<file path="config.mk">
export PLATFORM = sky130hd
export DESIGN_NAME = cgra_im_loader_flat
export DESIGN_NICKNAME = d
export VERILOG_FILES = /design/src/rtl/cgra_im_loader_pkg.sv /design/src/rtl/cgra_im_loader_if.sv /design/src/rtl/cgra_im_loader_fsm.sv /design/src/rtl/cgra_im_loader.sv /design/src/flat_wrapper.sv
export SDC_FILE = /design/constraint.sdc
export NUM_CORES = 1
export LEC_CHECK = 0
export ABC_AREA = 1
export CORE_ASPECT_RATIO = 1.1
export CORE_MARGIN = 3
export CORE_UTILIZATION = 53
export CTS_CLUSTER_DIAMETER = 30
export DETAILED_ROUTE_END_ITERATION = 12
export GPL_TIMING_DRIVEN = 0
export PLACE_DENSITY = 0.92
export SLEW_MARGIN = 30
export SYNTH_ARGS = -nofsm -noshare
export SYNTH_HDL_FRONTEND = slang
export SYNTH_HIERARCHICAL = 1
export SYNTH_SLANG_ARGS = --single-unit
</file>
<file path="constraint.sdc">
create_clock -name iClk -period 2.8 [get_ports iClk]
set_input_delay 0.28 -clock iClk [delete_from_list [all_inputs] [get_ports iClk]]
set_output_delay 0.28 -clock iClk [all_outputs]
set_load 0.02 [all_outputs]
</file>
<file path="src/rtl/cgra_im_loader_pkg.sv">
// Shared types and header layout for the CGRA instruction-memory loader.
// IM_LOADER_CHECKSUM_EN adds a trailing XOR checksum word per block.
package cgra_im_loader_pkg;

    typedef enum logic [2:0] {
        S_IDLE,
        S_ADDR,
        S_DATA_LO,
        S_DATA_HI,
`ifdef IM_LOADER_CHECKSUM_EN
        S_CSUM,
`endif
        S_DONE
    } state_t;

    localparam int TARGET_LSB = 0;
    localparam int TARGET_W   = 8;
    localparam int COUNT_LSB  = 16;

    // Bits of an immediate instruction carried by its second stream word.
    function automatic int immHiWidth(input int immWidth, input int dWidth);
        return immWidth - dWidth;
    endfunction

endpackage

</file>
<file path="src/rtl/cgra_im_loader_if.sv">
// Host word stream plus shared instruction-memory write bus.
// The slave modport is the loader; master is the host/memory side.
interface cgra_im_loader_if #(
    parameter int D_WIDTH           = 32,
    parameter int I_WIDTH           = 12,
    parameter int I_IMM_WIDTH       = 33,
    parameter int IM_MEM_ADDR_WIDTH = 8,
    parameter int NUM_ID            = 10,
    parameter int NUM_IMM           = 3
);
    logic [D_WIDTH-1:0]           iS_Data;
    logic                         iS_Valid;
    logic                         oS_Ready;
    logic [NUM_ID+NUM_IMM-1:0]    oIM_WriteEnable;
    logic [IM_MEM_ADDR_WIDTH-1:0] oIM_WriteAddress;
    logic [I_WIDTH-1:0]           oIM_WriteData;
    logic [I_IMM_WIDTH-1:0]       oIM_WriteData_IMM;

    modport master (
        output iS_Data, iS_Valid,
        input  oS_Ready, oIM_WriteEnable, oIM_WriteAddress, oIM_WriteData, oIM_WriteData_IMM
    );

    modport slave (
        input  iS_Data, iS_Valid,
        output oS_Ready, oIM_WriteEnable, oIM_WriteAddress, oIM_WriteData, oIM_WriteData_IMM
    );
endinterface

</file>
<file path="src/rtl/cgra_im_loader_fsm.sv">
// Loader sequencing: state register, remaining-instruction counter and
// per-word action strobes. Checksum state only with IM_LOADER_CHECKSUM_EN.
module cgra_im_loader_fsm
    import cgra_im_loader_pkg::*;
#(
    parameter int CNT_W   = 16,
    parameter int NUM_ID  = 10,
    parameter int NUM_IMM = 3
) (
    input  logic                iClk,
    input  logic                iReset_n,
    input  logic                iAbort,
    input  logic                iValid,
    input  logic [TARGET_W-1:0] iTarget,
    input  logic [CNT_W-1:0]    iCount,
    output state_t              oState,
    output logic                oReady,
    output logic                oHdr0,
    output logic                oHdr1,
    output logic                oDecWrite,
    output logic                oLoCapture,
`ifdef IM_LOADER_CHECKSUM_EN
    output logic                oCsumAccept,
`endif
    output logic                oImmWrite
);

`ifdef IM_LOADER_CHECKSUM_EN
    localparam state_t S_AFTER_DATA = S_CSUM;
`else
    localparam state_t S_AFTER_DATA = S_DONE;
`endif

    state_t           state, stateNext;
    logic [CNT_W-1:0] remaining, remainingNext;
    logic             isImm, readyEn, accept, targetIsImm;

    assign oState      = state;
    assign oReady      = readyEn && (state != S_DONE);
    assign accept      = iValid && oReady && !iAbort;
    assign targetIsImm = (iTarget >= TARGET_W'(NUM_ID)) && (iTarget < TARGET_W'(NUM_ID + NUM_IMM));

    always_ff @(posedge iClk or negedge iReset_n) begin
        if (!iReset_n) begin
            state     <= S_IDLE;
            remaining <= '0;
            isImm     <= 1'b0;
            readyEn   <= 1'b0;
        end else begin
            state     <= stateNext;
            remaining <= remainingNext;
            readyEn   <= 1'b1;
            if (oHdr0) isImm <= targetIsImm;
        end
    end

    // Invalid targets are framed like decoder targets so the stream stays aligned.
    always_comb begin
        stateNext     = state;
        remainingNext = remaining;
        oHdr0         = 1'b0;
        oHdr1         = 1'b0;
        oDecWrite     = 1'b0;
        oLoCapture    = 1'b0;
        oImmWrite     = 1'b0;
`ifdef IM_LOADER_CHECKSUM_EN
        oCsumAccept   = 1'b0;
`endif
        if (iAbort) begin
            stateNext = S_IDLE;
        end else begin
            case (state)
                S_IDLE: if (accept) begin
                    oHdr0         = 1'b1;
                    remainingNext = iCount;
                    stateNext     = S_ADDR;
                end
                S_ADDR: if (accept) begin
                    oHdr1     = 1'b1;
                    stateNext = (remaining == '0) ? S_DONE : S_DATA_LO;
                end
                S_DATA_LO: if (accept) begin
                    if (isImm) begin
                        oLoCapture = 1'b1;
                        stateNext  = S_DATA_HI;
                    end else begin
                        oDecWrite     = 1'b1;
                        remainingNext = remaining - CNT_W'(1);
                        if (remaining == CNT_W'(1)) stateNext = S_AFTER_DATA;
                    end
                end
                S_DATA_HI: if (accept) begin
                    oImmWrite     = 1'b1;
                    remainingNext = remaining - CNT_W'(1);
                    stateNext     = (remaining == CNT_W'(1)) ? S_AFTER_DATA : S_DATA_LO;
                end
`ifdef IM_LOADER_CHECKSUM_EN
                S_CSUM: if (accept) begin
                    oCsumAccept = 1'b1;
                    stateNext   = S_DONE;
                end
`endif
                S_DONE:  stateNext = S_IDLE;
                default: stateNext = S_IDLE;
            endcase
        end
    end

endmodule

</file>
<file path="src/rtl/cgra_im_loader.sv">
// Stream-to-instruction-memory loader: header decode, address counter, data
// assembly and registered write bus. Optional IM_LOADER_CHECKSUM_EN checksum.
module cgra_im_loader
    import cgra_im_loader_pkg::*;
#(
    parameter int D_WIDTH           = 32,
    parameter int I_WIDTH           = 12,
    parameter int I_IMM_WIDTH       = 33,
    parameter int IM_MEM_ADDR_WIDTH = 8,
    parameter int NUM_ID            = 10,
    parameter int NUM_IMM           = 3
) (
    input  logic                  iClk,
    input  logic                  iReset_n,
    input  logic                  iAbort,
    cgra_im_loader_if.slave       bus,
    output logic                  oBusy,
    output logic                  oDone,
    output logic                  oError
);

    localparam int NUM_MEM = NUM_ID + NUM_IMM;
    localparam int CNT_W   = D_WIDTH - COUNT_LSB;
    localparam int HI_W    = immHiWidth(I_IMM_WIDTH, D_WIDTH);

    state_t                       state;
    logic                         hdr0, hdr1, decWrite, loCapture, immWrite;
    logic [TARGET_W-1:0]          target;
    logic [IM_MEM_ADDR_WIDTH-1:0] addr;
    logic [D_WIDTH-1:0]           loWord;
    logic [NUM_MEM-1:0]           writeEnable;
    logic [IM_MEM_ADDR_WIDTH-1:0] writeAddress;
    logic [I_WIDTH-1:0]           writeData;
    logic [I_IMM_WIDTH-1:0]       writeDataImm;
    logic                         doneReg, errorReg, targetValid, hdrTargetValid;
`ifdef IM_LOADER_CHECKSUM_EN
    logic                         csumAccept;
    logic [D_WIDTH-1:0]           csum;
`endif

    cgra_im_loader_fsm #(
        .CNT_W   (CNT_W),
        .NUM_ID  (NUM_ID),
        .NUM_IMM (NUM_IMM)
    ) uFsm (
        .iClk        (iClk),
        .iReset_n    (iReset_n),
        .iAbort      (iAbort),
        .iValid      (bus.iS_Valid),
        .iTarget     (bus.iS_Data[TARGET_LSB +: TARGET_W]),
        .iCount      (bus.iS_Data[COUNT_LSB +: CNT_W]),
        .oState      (state),
        .oReady      (bus.oS_Ready),
        .oHdr0       (hdr0),
        .oHdr1       (hdr1),
        .oDecWrite   (decWrite),
        .oLoCapture  (loCapture),
`ifdef IM_LOADER_CHECKSUM_EN
        .oCsumAccept (csumAccept),
`endif
        .oImmWrite   (immWrite)
    );

    assign targetValid    = target < TARGET_W'(NUM_MEM);
    assign hdrTargetValid = bus.iS_Data[TARGET_LSB +: TARGET_W] < TARGET_W'(NUM_MEM);

    assign bus.oIM_WriteEnable   = writeEnable;
    assign bus.oIM_WriteAddress  = writeAddress;
    assign bus.oIM_WriteData     = writeData;
    assign bus.oIM_WriteData_IMM = writeDataImm;
    assign oBusy  = (state != S_IDLE);
    assign oDone  = doneReg;
    assign oError = errorReg;

    always_ff @(posedge iClk or negedge iReset_n) begin
        if (!iReset_n) begin
            target       <= '0;
            addr         <= '0;
            loWord       <= '0;
            writeEnable  <= '0;
            writeAddress <= '0;
            writeData    <= '0;
            writeDataImm <= '0;
            doneReg      <= 1'b0;
            errorReg     <= 1'b0;
`ifdef IM_LOADER_CHECKSUM_EN
            csum         <= '0;
`endif
        end else begin
            writeEnable <= '0;
            doneReg     <= (state == S_DONE) && !iAbort;
            if (hdr0) begin
                target   <= bus.iS_Data[TARGET_LSB +: TARGET_W];
                errorReg <= !hdrTargetValid;
            end
            if (hdr1)      addr   <= bus.iS_Data[IM_MEM_ADDR_WIDTH-1:0];
            if (loCapture) loWord <= bus.iS_Data;
            // Address advances even for an invalid target; only the bus stays quiet.
            if (decWrite || immWrite) begin
                addr <= addr + IM_MEM_ADDR_WIDTH'(1);
                if (targetValid) begin
                    for (int unsigned i = 0; i < NUM_MEM; i++)
                        writeEnable[i] <= (target == TARGET_W'(i));
                    writeAddress <= addr;
                    if (decWrite) writeData    <= bus.iS_Data[I_WIDTH-1:0];
                    else          writeDataImm <= {bus.iS_Data[HI_W-1:0], loWord};
                end
            end
`ifdef IM_LOADER_CHECKSUM_EN
            if (hdr1)
                csum <= '0;
            else if (decWrite || loCapture || immWrite)
                csum <= csum ^ bus.iS_Data;
            if (csumAccept && (bus.iS_Data != csum)) errorReg <= 1'b1;
`endif
        end
    end

endmodule
</file>
<file path="src/flat_wrapper.sv">
// flat-port wrapper written by rule: the top's interface ports become plain ports
module cgra_im_loader_flat import cgra_im_loader_pkg::*;
#(
    parameter int D_WIDTH           = 32,
    parameter int I_WIDTH           = 12,
    parameter int I_IMM_WIDTH       = 33,
    parameter int IM_MEM_ADDR_WIDTH = 8,
    parameter int NUM_ID            = 10,
    parameter int NUM_IMM           = 3
)
  (iClk, iReset_n, iAbort, oBusy, oDone, oError, bus_iS_Data, bus_iS_Valid, bus_oS_Ready, bus_oIM_WriteEnable, bus_oIM_WriteAddress, bus_oIM_WriteData, bus_oIM_WriteData_IMM);
  cgra_im_loader_if #(.D_WIDTH(D_WIDTH), .I_WIDTH(I_WIDTH), .I_IMM_WIDTH(I_IMM_WIDTH), .IM_MEM_ADDR_WIDTH(IM_MEM_ADDR_WIDTH), .NUM_ID(NUM_ID), .NUM_IMM(NUM_IMM)) bus_i ();
  input  logic iClk;
  input  logic iReset_n;
  input  logic iAbort;
  output logic oBusy;
  output logic oDone;
  output logic oError;
  input wire logic [$bits(bus_i.iS_Data)-1:0] bus_iS_Data;
  input wire logic [$bits(bus_i.iS_Valid)-1:0] bus_iS_Valid;
  output wire logic [$bits(bus_i.oS_Ready)-1:0] bus_oS_Ready;
  output wire logic [$bits(bus_i.oIM_WriteEnable)-1:0] bus_oIM_WriteEnable;
  output wire logic [$bits(bus_i.oIM_WriteAddress)-1:0] bus_oIM_WriteAddress;
  output wire logic [$bits(bus_i.oIM_WriteData)-1:0] bus_oIM_WriteData;
  output wire logic [$bits(bus_i.oIM_WriteData_IMM)-1:0] bus_oIM_WriteData_IMM;
  assign bus_i.iS_Data = bus_iS_Data;
  assign bus_i.iS_Valid = bus_iS_Valid;
  assign bus_oS_Ready = bus_i.oS_Ready;
  assign bus_oIM_WriteEnable = bus_i.oIM_WriteEnable;
  assign bus_oIM_WriteAddress = bus_i.oIM_WriteAddress;
  assign bus_oIM_WriteData = bus_i.oIM_WriteData;
  assign bus_oIM_WriteData_IMM = bus_i.oIM_WriteData_IMM;
  cgra_im_loader #(.D_WIDTH(D_WIDTH), .I_WIDTH(I_WIDTH), .I_IMM_WIDTH(I_IMM_WIDTH), .IM_MEM_ADDR_WIDTH(IM_MEM_ADDR_WIDTH), .NUM_ID(NUM_ID), .NUM_IMM(NUM_IMM)) u_core (.iClk(iClk), .iReset_n(iReset_n), .iAbort(iAbort), .bus(bus_i), .oBusy(oBusy), .oDone(oDone), .oError(oError));
endmodule
</file>
# Yosys cells after proc, flatten, opt, wreduce, memory -nomap -nowiden

Cells that the tools add are included.

Register bits after elaboration: 137
Input port bits: 36

$add $sub $neg: 2
Magnitude comparators: 3
Eq/ne operators: 27
Multiplexer cells: 34
Bitwise gates (word level): 2
Reduce and logical (&&, ||, !) cells: 19

Operators by type and width:

| kind                                                       | count |
|---|---|
| 2-to-1 mux 16 bit                                          | 4 |
| case mux 16 bit (3 select lines)                           | 1 |
| equality test 8 x 4 -> 1 bit, second input constant        | 5 |
| equality test 8 x 3 -> 1 bit, second input constant        | 4 |
| 2-to-1 mux 3 bit                                           | 9 |
| 2-to-1 mux 13 bit                                          | 2 |
| equality test 16 x 1 -> 1 bit, second input constant       | 1 |
| equality test 8 x 2 -> 1 bit, second input constant        | 2 |
| zero test 16 bit                                           | 1 |
| less-than comparator 8 x 4 -> 1 bit, second input constant | 2 |
| 2-to-1 mux 8 bit                                           | 2 |
| subtractor 16 x 1 -> 16 bit, second input constant         | 1 |
| 2-to-1 mux 1 bit                                           | 15 |
| inequality test 3 bit, second input constant               | 5 |
| case mux 3 bit (4 select lines)                            | 1 |
| adder 8 x 1 -> 8 bit, second input constant                | 1 |
| equality test 8 x 1 -> 1 bit, second input constant        | 1 |
| >= comparator 8 x 4 -> 1 bit, second input constant        | 1 |
| zero test 8 bit                                            | 1 |
| inequality test 2 bit, second input constant               | 4 |
| equality test 3 x 2 -> 1 bit, second input constant        | 2 |
| AND reduction 3 bit                                        | 2 |
| AND reduction 6 bit                                        | 1 |
| nonzero test 3 bit                                         | 2 |
| 11 further kinds                                           | 17 |

# Logic depth before layout (Yosys ltp)

Depth after elaboration: 9
Mapped depth: 13
Gate-level depth less buffers: 12

# Cells and area by module

The synthesis kept the hierarchy.

Modules (own cells, without submodules):

| module             | instances | cells an instance | area each (um2) | seq. area each (um2) |
|---|---|---|---|---|
| cgra_im_loader     | 1         | 464               | 4672.0          | 2902.8 |
| cgra_im_loader_fsm | 1         | 250               | 1604.0          | 525.5 |

# Worst setup path after synthesis

OpenSTA, ideal clock, no wires.

Path kind: register to register
Start point: reg u_core.uFsm.state[2] (netlist: u_core/uFsm/oState[2])
End point: reg u_core.addr[4]
Library setup time: 0.123 ns
Data arrival time: 1.945 ns
Slack: 0.731 ns
Stages on the path, launching flop included: 11
Buffers on the path: 2
Clock period less this slack: 2.069 ns
Path through: dfrtp_1 -> nor2_2 -> buf_6 -> nand3_1 -> nor3_1 -> nor2_1 -> inv_2 -> buf_4 -> nand2_1 -> a21oi_1 -> nor2_1

Word-level cells in the longest chain between the ends: 9
Elaborated cells between the ends (all ways): 18
Those cells by class: eq/ne (4); mux (9); reduce/logical (5)

RTL lines:

| element                                                       | line                     | text |
|---|---|---|
| start: declaration                                            | cgra_im_loader_fsm.sv:34 | `state_t state, stateNext;` |
| start signal: assignment                                      | cgra_im_loader_fsm.sv:50 | `state <= stateNext;` |
| inequality test 3 bit                                         | cgra_im_loader_fsm.sv:39 | `assign oReady = readyEn && (state != S_DONE);` |
| logical AND 1 bit                                             | cgra_im_loader_fsm.sv:39 |  |
| logical AND 1 bit (2 in a row)                                | cgra_im_loader_fsm.sv:40 | `assign accept = iValid && oReady && !iAbort;` |
| 2-to-1 mux 1 bit                                              | cgra_im_loader_fsm.sv:82 | `S_DATA_LO: if (accept) begin` |
| 2-to-1 mux 1 bit (*)                                          | cgra_im_loader_fsm.sv:72 | `case (state)` |
| 2-to-1 mux 1 bit (*)                                          | cgra_im_loader_fsm.sv:69 | `if (iAbort) begin` |
| net u_core.decWrite                                           | cgra_im_loader.sv:27     | `logic hdr0, hdr1, decWrite, loCapture, immWrite;` |
| logical OR 1 bit (*)                                          | cgra_im_loader.sv:99     | `if (decWrite \|\| immWrite) begin` |
| 2-to-1 mux 8 bit / nonzero test 2 bit (equally long branches) | n/a                      |  |
| end signal: assignment                                        | cgra_im_loader.sv:96     | `if (hdr1) addr <= bus.iS_Data[IM_MEM_ADDR_WIDTH-1:0];` |
| end signal: assignment                                        | cgra_im_loader.sv:100    | `addr <= addr + IM_MEM_ADDR_WIDTH'(1);` |
| end: declaration                                              | cgra_im_loader.sv:29     | `logic [IM_MEM_ADDR_WIDTH-1:0] addr;` |

The timed path passes the listed nets; every way through them passes the cells marked *.
A chain may end at the register's enable or synchronous reset.

# Worst setup path after layout

Start point: reg u_core.uFsm.state[2] (netlist: u_core/uFsm/oState[2])
End point: reg u_core.writeEnable[1] (netlist: u_core/bus.oIM_WriteEnable[1])

Word-level cells in the longest chain between the ends: 9
Elaborated cells between the ends (all ways): 14
Those cells by class: eq/ne (3); mux (7); reduce/logical (4)

RTL lines:

| element                        | line                     | text |
|---|---|---|
| inequality test 3 bit          | cgra_im_loader_fsm.sv:39 |  |
| logical AND 1 bit              | cgra_im_loader_fsm.sv:39 |  |
| logical AND 1 bit (2 in a row) | cgra_im_loader_fsm.sv:40 |  |
| 2-to-1 mux 1 bit               | cgra_im_loader_fsm.sv:82 |  |
| 2-to-1 mux 1 bit (*)           | cgra_im_loader_fsm.sv:72 |  |
| 2-to-1 mux 1 bit (*)           | cgra_im_loader_fsm.sv:69 |  |
| net u_core.decWrite            | cgra_im_loader.sv:27     |  |
| logical OR 1 bit (*)           | cgra_im_loader.sv:99     |  |
| 2-to-1 mux 13 bit (*)          | cgra_im_loader.sv:99     |  |
| end signal: indexed assignment | cgra_im_loader.sv:103    | `writeEnable[i] <= (target == TARGET_W'(i));` |
| end: declaration               | cgra_im_loader.sv:31     | `logic [NUM_MEM-1:0] writeEnable;` |

Marks and branches as above.

==> results.sh <==
export IMPL_outcome="complete, no violations"
export IMPL_yosys_warnings=6
export IMPL_vdd_ir_drop_worst_uv=511
export IMPL_worstPathCellList="nor2_2 > buf_6 > nand3_1 > nor3_2 > nor2_1 > inv_2 > nand2_4 > buf_6 > nor3_1"
export IMPL_syn_area_um2=6280
export IMPL_crit_family="simple AND/OR/NAND/NOR gates"
export IMPL_routedWlPerCell_um=16.8
export IMPL_synth_seq_cells=137
export IMPL_crit_top_cell="buf_6"
export IMPL_cap_violations=0
export IMPL_syn_inst=714
export IMPL_grt_overflow=0
export IMPL_grt_pass1_vias=5664
export IMPL_drtIter0Drc=576
export IMPL_vias=5724
export IMPL_hold_class="in2async"
export IMPL_root_buffer="clkbuf_16"
export IMPL_slew_headroom=0.561
export IMPL_routed_wl_mm=16.8
export IMPL_crit_path_end_kind="flip-flop"
export IMPL_synth_cell_types=39
export IMPL_portBuffers=105
export IMPL_finalClockSkew_ps=7.20
export IMPL_cp_max_fo=10
export IMPL_worst_setup_path_type="reg2reg"
export IMPL_min_period_ps=2420
export IMPL_timing_fmax_mhz=414
export IMPL_crit_buf_inv=3
export IMPL_layout_nets=879
export IMPL_clock_sinks=137
export IMPL_grt_max_degree=87
export IMPL_hold_ws_ps=371
export IMPL_grt_use_total=0.270
export IMPL_grt_first_pass_wirelength_mm=27.6
export IMPL_vias_per_cell=5.72
export IMPL_crit_slowest_cell="nor3_2"
export IMPL_crit_path_max_incr_delay_ps=580
export IMPL_tightestPinTransition_ps=654
export IMPL_synth_async_reset_ratio=1.00
export IMPL_coreArea_um2=11500
export IMPL_fin_crit_sh=0.864
export IMPL_clock_latency_ps=420
export IMPL_antenna_found_initial=0
export IMPL_critPathLaunchType="flip-flop"
export IMPL_synthesis_nets=753
export IMPL_rr_endpoint="u_core/bus.oIM_WriteEnable[1]"
export IMPL_cts_tree="done"
export IMPL_synthFlopType="dfrtp_1"
export IMPL_required_ps=3110
export IMPL_r2r_start="u_core/uFsm/oState[2]"
export IMPL_die_area_um2=13200
export IMPL_num_io_pins=106
export IMPL_arrival_ps=2720
export IMPL_dieHeight_um=120
export IMPL_rsz0062_at_grt="false"
export IMPL_rrSetupSlack_ps=380
export IMPL_cts_resized=0
export IMPL_drc=0
export IMPL_p_leak_nw=3.95
export IMPL_cp_startpoint="u_core/uFsm/oState[2]"
export IMPL_syn_to_final_growth_pct=30.5
export IMPL_antenna_left=0
export IMPL_clkSlewWorstSetupHoldPaths_ps=60
export IMPL_hold_buffers=1
export IMPL_postCtsSetupBuffers=0
export IMPL_cts_buffers=17
export IMPL_initial_core_util=0.544
export IMPL_final_core_util=0.710
export IMPL_synth_avg_cell_area_um2=8.79
export IMPL_drive_above_1_share=0.118
export IMPL_seq_area_frac_synth=0.546
export IMPL_setup_viol=0
export IMPL_maxSlewViolCount=0
export IMPL_synth_enable_flop_cells=0
export IMPL_place_congestion=0.934
export IMPL_htreeDepth=4
export IMPL_reg2regPathDepth=9
export IMPL_clock_path_buffers=2
export IMPL_p_per_area_nw_per_um2=900
export IMPL_diodes=0
export IMPL_fill_cells=807
export IMPL_drt_pre_antenna_iters=7
export IMPL_die_width_um=110
export IMPL_finalHoldViolCount=0
export IMPL_dp_hpwl_mm=11.3
export IMPL_rows=41
-- registers in the layout, indices dropped and copies added (netlist names) --
signal and count:
u_core/uFsm/oState 3, u_core/bus.oIM_WriteEnable 13, u_core/uFsm/isImm 1, u_core/bus.oIM_WriteData 12
u_core/oError 1, u_core/loWord 32, u_core/uFsm/remaining 16, u_core/uFsm/readyEn 1
u_core/bus.oIM_WriteAddress 8, u_core/bus.oIM_WriteData_IMM 33, u_core/oDone 1, u_core/addr 8
u_core/target 8
-- cells in the mapped netlist, types with 3 or more instances --
cell / number / area (um^2)
buf_6: 4 / 45.0
nand2_1: 228 / 856
nor3_1: 11 / 55.1
o211ai_1: 3 / 22.5
dfrtp_1: 137 / 3430
buf_2: 12 / 60.1
o21ai_0: 32 / 160
o21ai_1: 10 / 50.1
ha_1: 3 / 37.5
inv_2: 3 / 11.3
nand4_1: 35 / 219
inv_1: 41 / 154
clkbuf_1: 8 / 30.0
nor2_2: 5 / 31.3
nand3_1: 30 / 150
nor2_1: 78 / 293
mux2_2: 24 / 270
nand3b_1: 6 / 45.0
a21oi_1: 13 / 65.1
buf_4: 6 / 45.0
-- stage by stage --
stage	setup TNS (ps)	setup slack [ps]	power (mW)	instance area, um^2	instances
floorplan	0	731	4.17	6280	714
global placement	-514910	-3770	4.80	7510	969
detailed placement	0	434	4.90	7550	970
CTS	0	421	7.34	8190	1001
global route	0	228	7.76	8190	1001
finish	0	382	7.37	8190	1001
-- worst max path at each step --
| stage | slack, ps | cells past startpoint | endpoint |
|---|---|---|---|
| 6_report | 380 | 9 | u_core/bus.oIM_WriteEnable[1] |
| 5_1_grt | 230 | 11 | u_core/addr[4] |
| 4_1_cts | 420 | 9 | u_core/bus.oIM_WriteEnable[1] |
| 3_5_place_dp | 430 | 9 | u_core/addr[4] |
| 3_3_place_gp | -3770 | 1 | u_core/bus.oIM_WriteData_IMM[17] |
| 2_1_floorplan | 730 | 10 | u_core/addr[4] |
-- cell type report --
cell class	instances	area (um^2)	area share
clock inverter	12	199	0.0243
timing repair buffer	107	1090	0.134
inverter	45	174	0.0212
sequential	137	3430	0.419
tap	150	188	0.0229
clock buffer	18	429	0.0524
buffer	30	180	0.0220
multi-input combinational	502	2500	0.305
-- routing by layer --
metal | GRT usage | vias to the layer above | part of all wire
li1 | - | 2592 | -
met1 | 0.343 | 2735 | 0.38
met2 | 0.448 | 334 | 0.51
met3 | 0.0576 | 63 | 0.077
met4 | 0.109 | 0 | 0.029
met5 | 0 | - | 0
-- power by group --
part / leakage (nW) / total [mW] / switching, mW / internal, mW
clock network: 0.306 / 2.40 / 0.832 / 1.57
logic: 1.80 / 2.10 / 1.30 / 0.799
registers: 1.84 / 2.87 / 0.419 / 2.45
-- cells by family after synthesis --
group	synth area share
multiplexers	0.0431
AND/OR/NAND/NOR	0.288
AO/OA/AOI/OAI	0.0582
adder cells (fa/ha/maj)	0.00598
other	0.000598
flip-flops	0.546
buffers and inverters	0.0564
XOR/XNOR	0.00140
-- cells in the final DEF (no fill, tap or decap), types with 3 or more instances in the layout --
master           count
nand3_1             30
ha_1                 3
nor3_1              10
buf_4                6
clkdlybuf4s50_1    104
o21ai_0             32
nor2_1              78
o21ai_1             10
inv_2                3
buf_2               12
dfrtp_1            137
nand2_1            228
nor2_2               5
a21oi_1             13
nand4_1             35
clkbuf_16           17
mux2_2              24
buf_6                4
clkbuf_1             9
o211ai_1             3
inv_6                3
bufinv_16            5
inv_1               41
nand3b_1             6
clkinv_2             3
Note: power is estimated with default switching activity, not from simulation.
==> RTL edit: new RTL, same flow settings <==
`I_WIDTH` is set to 12 in 3 places; all go to 18.
--- a/src/rtl/cgra_im_loader_if.sv
+++ b/src/rtl/cgra_im_loader_if.sv
@@ -4,3 +4,3 @@
     parameter int D_WIDTH           = 32,
-    parameter int I_WIDTH           = 12,
+    parameter int I_WIDTH           = 18,
     parameter int I_IMM_WIDTH       = 33,
--- a/src/rtl/cgra_im_loader.sv
+++ b/src/rtl/cgra_im_loader.sv
@@ -6,3 +6,3 @@
     parameter int D_WIDTH           = 32,
-    parameter int I_WIDTH           = 12,
+    parameter int I_WIDTH           = 18,
     parameter int I_IMM_WIDTH       = 33,
--- a/src/flat_wrapper.sv
+++ b/src/flat_wrapper.sv
@@ -4,3 +4,3 @@
     parameter int D_WIDTH           = 32,
-    parameter int I_WIDTH           = 12,
+    parameter int I_WIDTH           = 18,
     parameter int I_IMM_WIDTH       = 33,
Ports: changed (resized bus_oIM_WriteData); port bits go from 106 to 112. The function was not compared with the original's and may differ.
==> RTL edit against the unedited design <==
Area after synthesis increased by 3.4%. First-iteration DRC count increased by 4.3%. Setup slack got worse by 0.061 ns. Wire length increased by 8.9%. Design area increased by 3.6%. Sequential cell count increased by 6. Power increased by 6.0%. Critical path depth decreased by 1. Critical path type unchanged. Highest routed layer unchanged.
==> RTL edit: results (changes against the unedited design) <==
* Synthesized-area fraction occupied by xor and xnor cells: 0.135% (-0.0046 points)
* Sequential element share of the synthesized area: 55.1% (+0.51 points)
- The setup skew after layout came to 0.00727 ns (+0.0000751 ns).
- Final net count: 913 (+3.9%)
- Stage delay of the slowest cell on the critical path: 0.45 ns (-0.13 ns)
- Count of input and output buffers: 111 (+5.7%)
* Synth top cells by count: sky130_fd_sc_hd__nand2_1 (239), sky130_fd_sc_hd__dfrtp_1 (143), sky130_fd_sc_hd__nor2_1 (80), sky130_fd_sc_hd__inv_1 (42), sky130_fd_sc_hd__o21ai_0 (41)
- Final critical-path setup slack: 0.321 ns (-0.0612 ns)
- Detailed-route wire length per cell: 17.7 um (+5.3%)
- Pre-CTS setup slack: 0.231 ns (-0.203 ns)
* Number of global-route vias before repair: 5,912 (+4.4%)
* Path category of the worst min-delay check: in -> async
- Outcome: finished clean
- Leading cell types by total area after synthesis: sky130_fd_sc_hd__dfrtp_1 (55%), sky130_fd_sc_hd__nand2_1 (14%), sky130_fd_sc_hd__nor2_1 (4.6%), sky130_fd_sc_hd__mux2_2 (4.0%), sky130_fd_sc_hd__nand4_1 (3.4%)
* Number of filler instances in the final layout: 744 (-7.8%)
* Pin count of the biggest net entering global routing: 89 (+2.3%)
* Fraction of synthesized area in multiplexers: 3.99% (-0.32 points)
- Overall fraction of global-route tracks in use: 27.3% (+0.31 points)
- Worst-Margin Slew: 0.512 ns (-0.142 ns)
* Global-route wire length before repair: 29,600 um (+6.9%)
- The area share of fa/ha/maj cells after synthesis is 0.578% (-0.020 points).
- The initial DRC count was 601 (+4.3%).
- Cell at the slowest stage of the critical path: sky130_fd_sc_hd__dfrtp_1
* Fraction of synthesis flops using an asynchronous set or reset pin: 100% (unchanged)
- DPL Wire Length: 11,600 um (+2.5%)
- The share of the synthesized area in compound gates (AO/OA/AOI/OAI) came to 5.78% (-0.038 points).
* Reg2reg path depth: 8 (-1)
- The leakage power is 4.11 nW (+4.1%).
* Vias per inst: 5.78 (+1.1%)
- Synth warnings: 6 (unchanged)
- The final weighted congestion of routability-driven global placement came to 0.924 (-1.1%).
- The critical path ends at u_core/bus.oIM_WriteData[1].
- Crit path DAT: 2.80 ns (+0.08 ns)
- The post-synth net total is 781 (+3.7%).
- The worst voltage drop across the vdd grid is 0.551 mV (+8.0%).
- Fraction of layout instances using a drive strength above 1: 11.1% (-0.68 points)
## RTL edit: cell types whose count changed after synthesis, sizes merged, moves of 2 or more
cell | unedited run | this run
nand2 | 232 | 243
dfrtp | 137 | 143
nand3 | 32 | 37
buf | 22 | 24
## RTL edit: worst min path at each step
stage	to	cells after the start	slack (ns)
2_1_floorplan	u_core/addr[0]	0	-0.02
3_3_place_gp	u_core/bus.oIM_WriteData_IMM[17]	2	0.45
3_5_place_dp	u_core/bus.oIM_WriteAddress[6]	1	0.22
4_1_cts	u_core/bus.oIM_WriteAddress[6]	2	0.38
5_1_grt	u_core/bus.oIM_WriteAddress[1]	2	0.43
6_report	u_core/bus.oIM_WriteAddress[6]	2	0.37
## RTL edit: cell type report
type | instances | area, um^2 | share of cell area (%)
plain buffers | 33 | 193 | 2.27
clock buffers | 19 | 443 | 5.22
clock inverters | 11 | 214 | 2.52
inverters | 46 | 178 | 2.09
multi-input cells | 520 | 2540 | 29.9
flip-flops and latches | 143 | 3580 | 42.2
well taps | 150 | 188 | 2.21
repair buffers | 113 | 1150 | 13.6
## RTL edit: per-layer routing
metal	vias up	global-route usage, %	part of all wire, %
li1	2690	-	-
met1	2860	33.6	38
met2	348	45.9	50
met3	85	6.51	8.0
met4	0	13.0	3.9
met5	-	0	0
## RTL edit: report_power, final
part	internal (mW)	total [mW]	switching (mW)
logic	0.852	2.29	1.44
clock network	1.68	2.52	0.843
registers	2.56	3.00	0.442
total	5.09	7.81	2.72
## RTL edit: through the flow
stage	area, um^2	setup TNS, ns	std cells
finish	8490	0	1035
global route	8490	0	1035
CTS	8490	0	1035
detailed placement	7820	0	1004
global placement	7790	-579.54	1003
floorplan	6490	0	742
## RTL edit: what timing repair did
action	CTS	global route
hold buffers	1	0
resized for setup	0	1
endpoints found under the hold margin	55	0
setup endpoints to repair	0	7
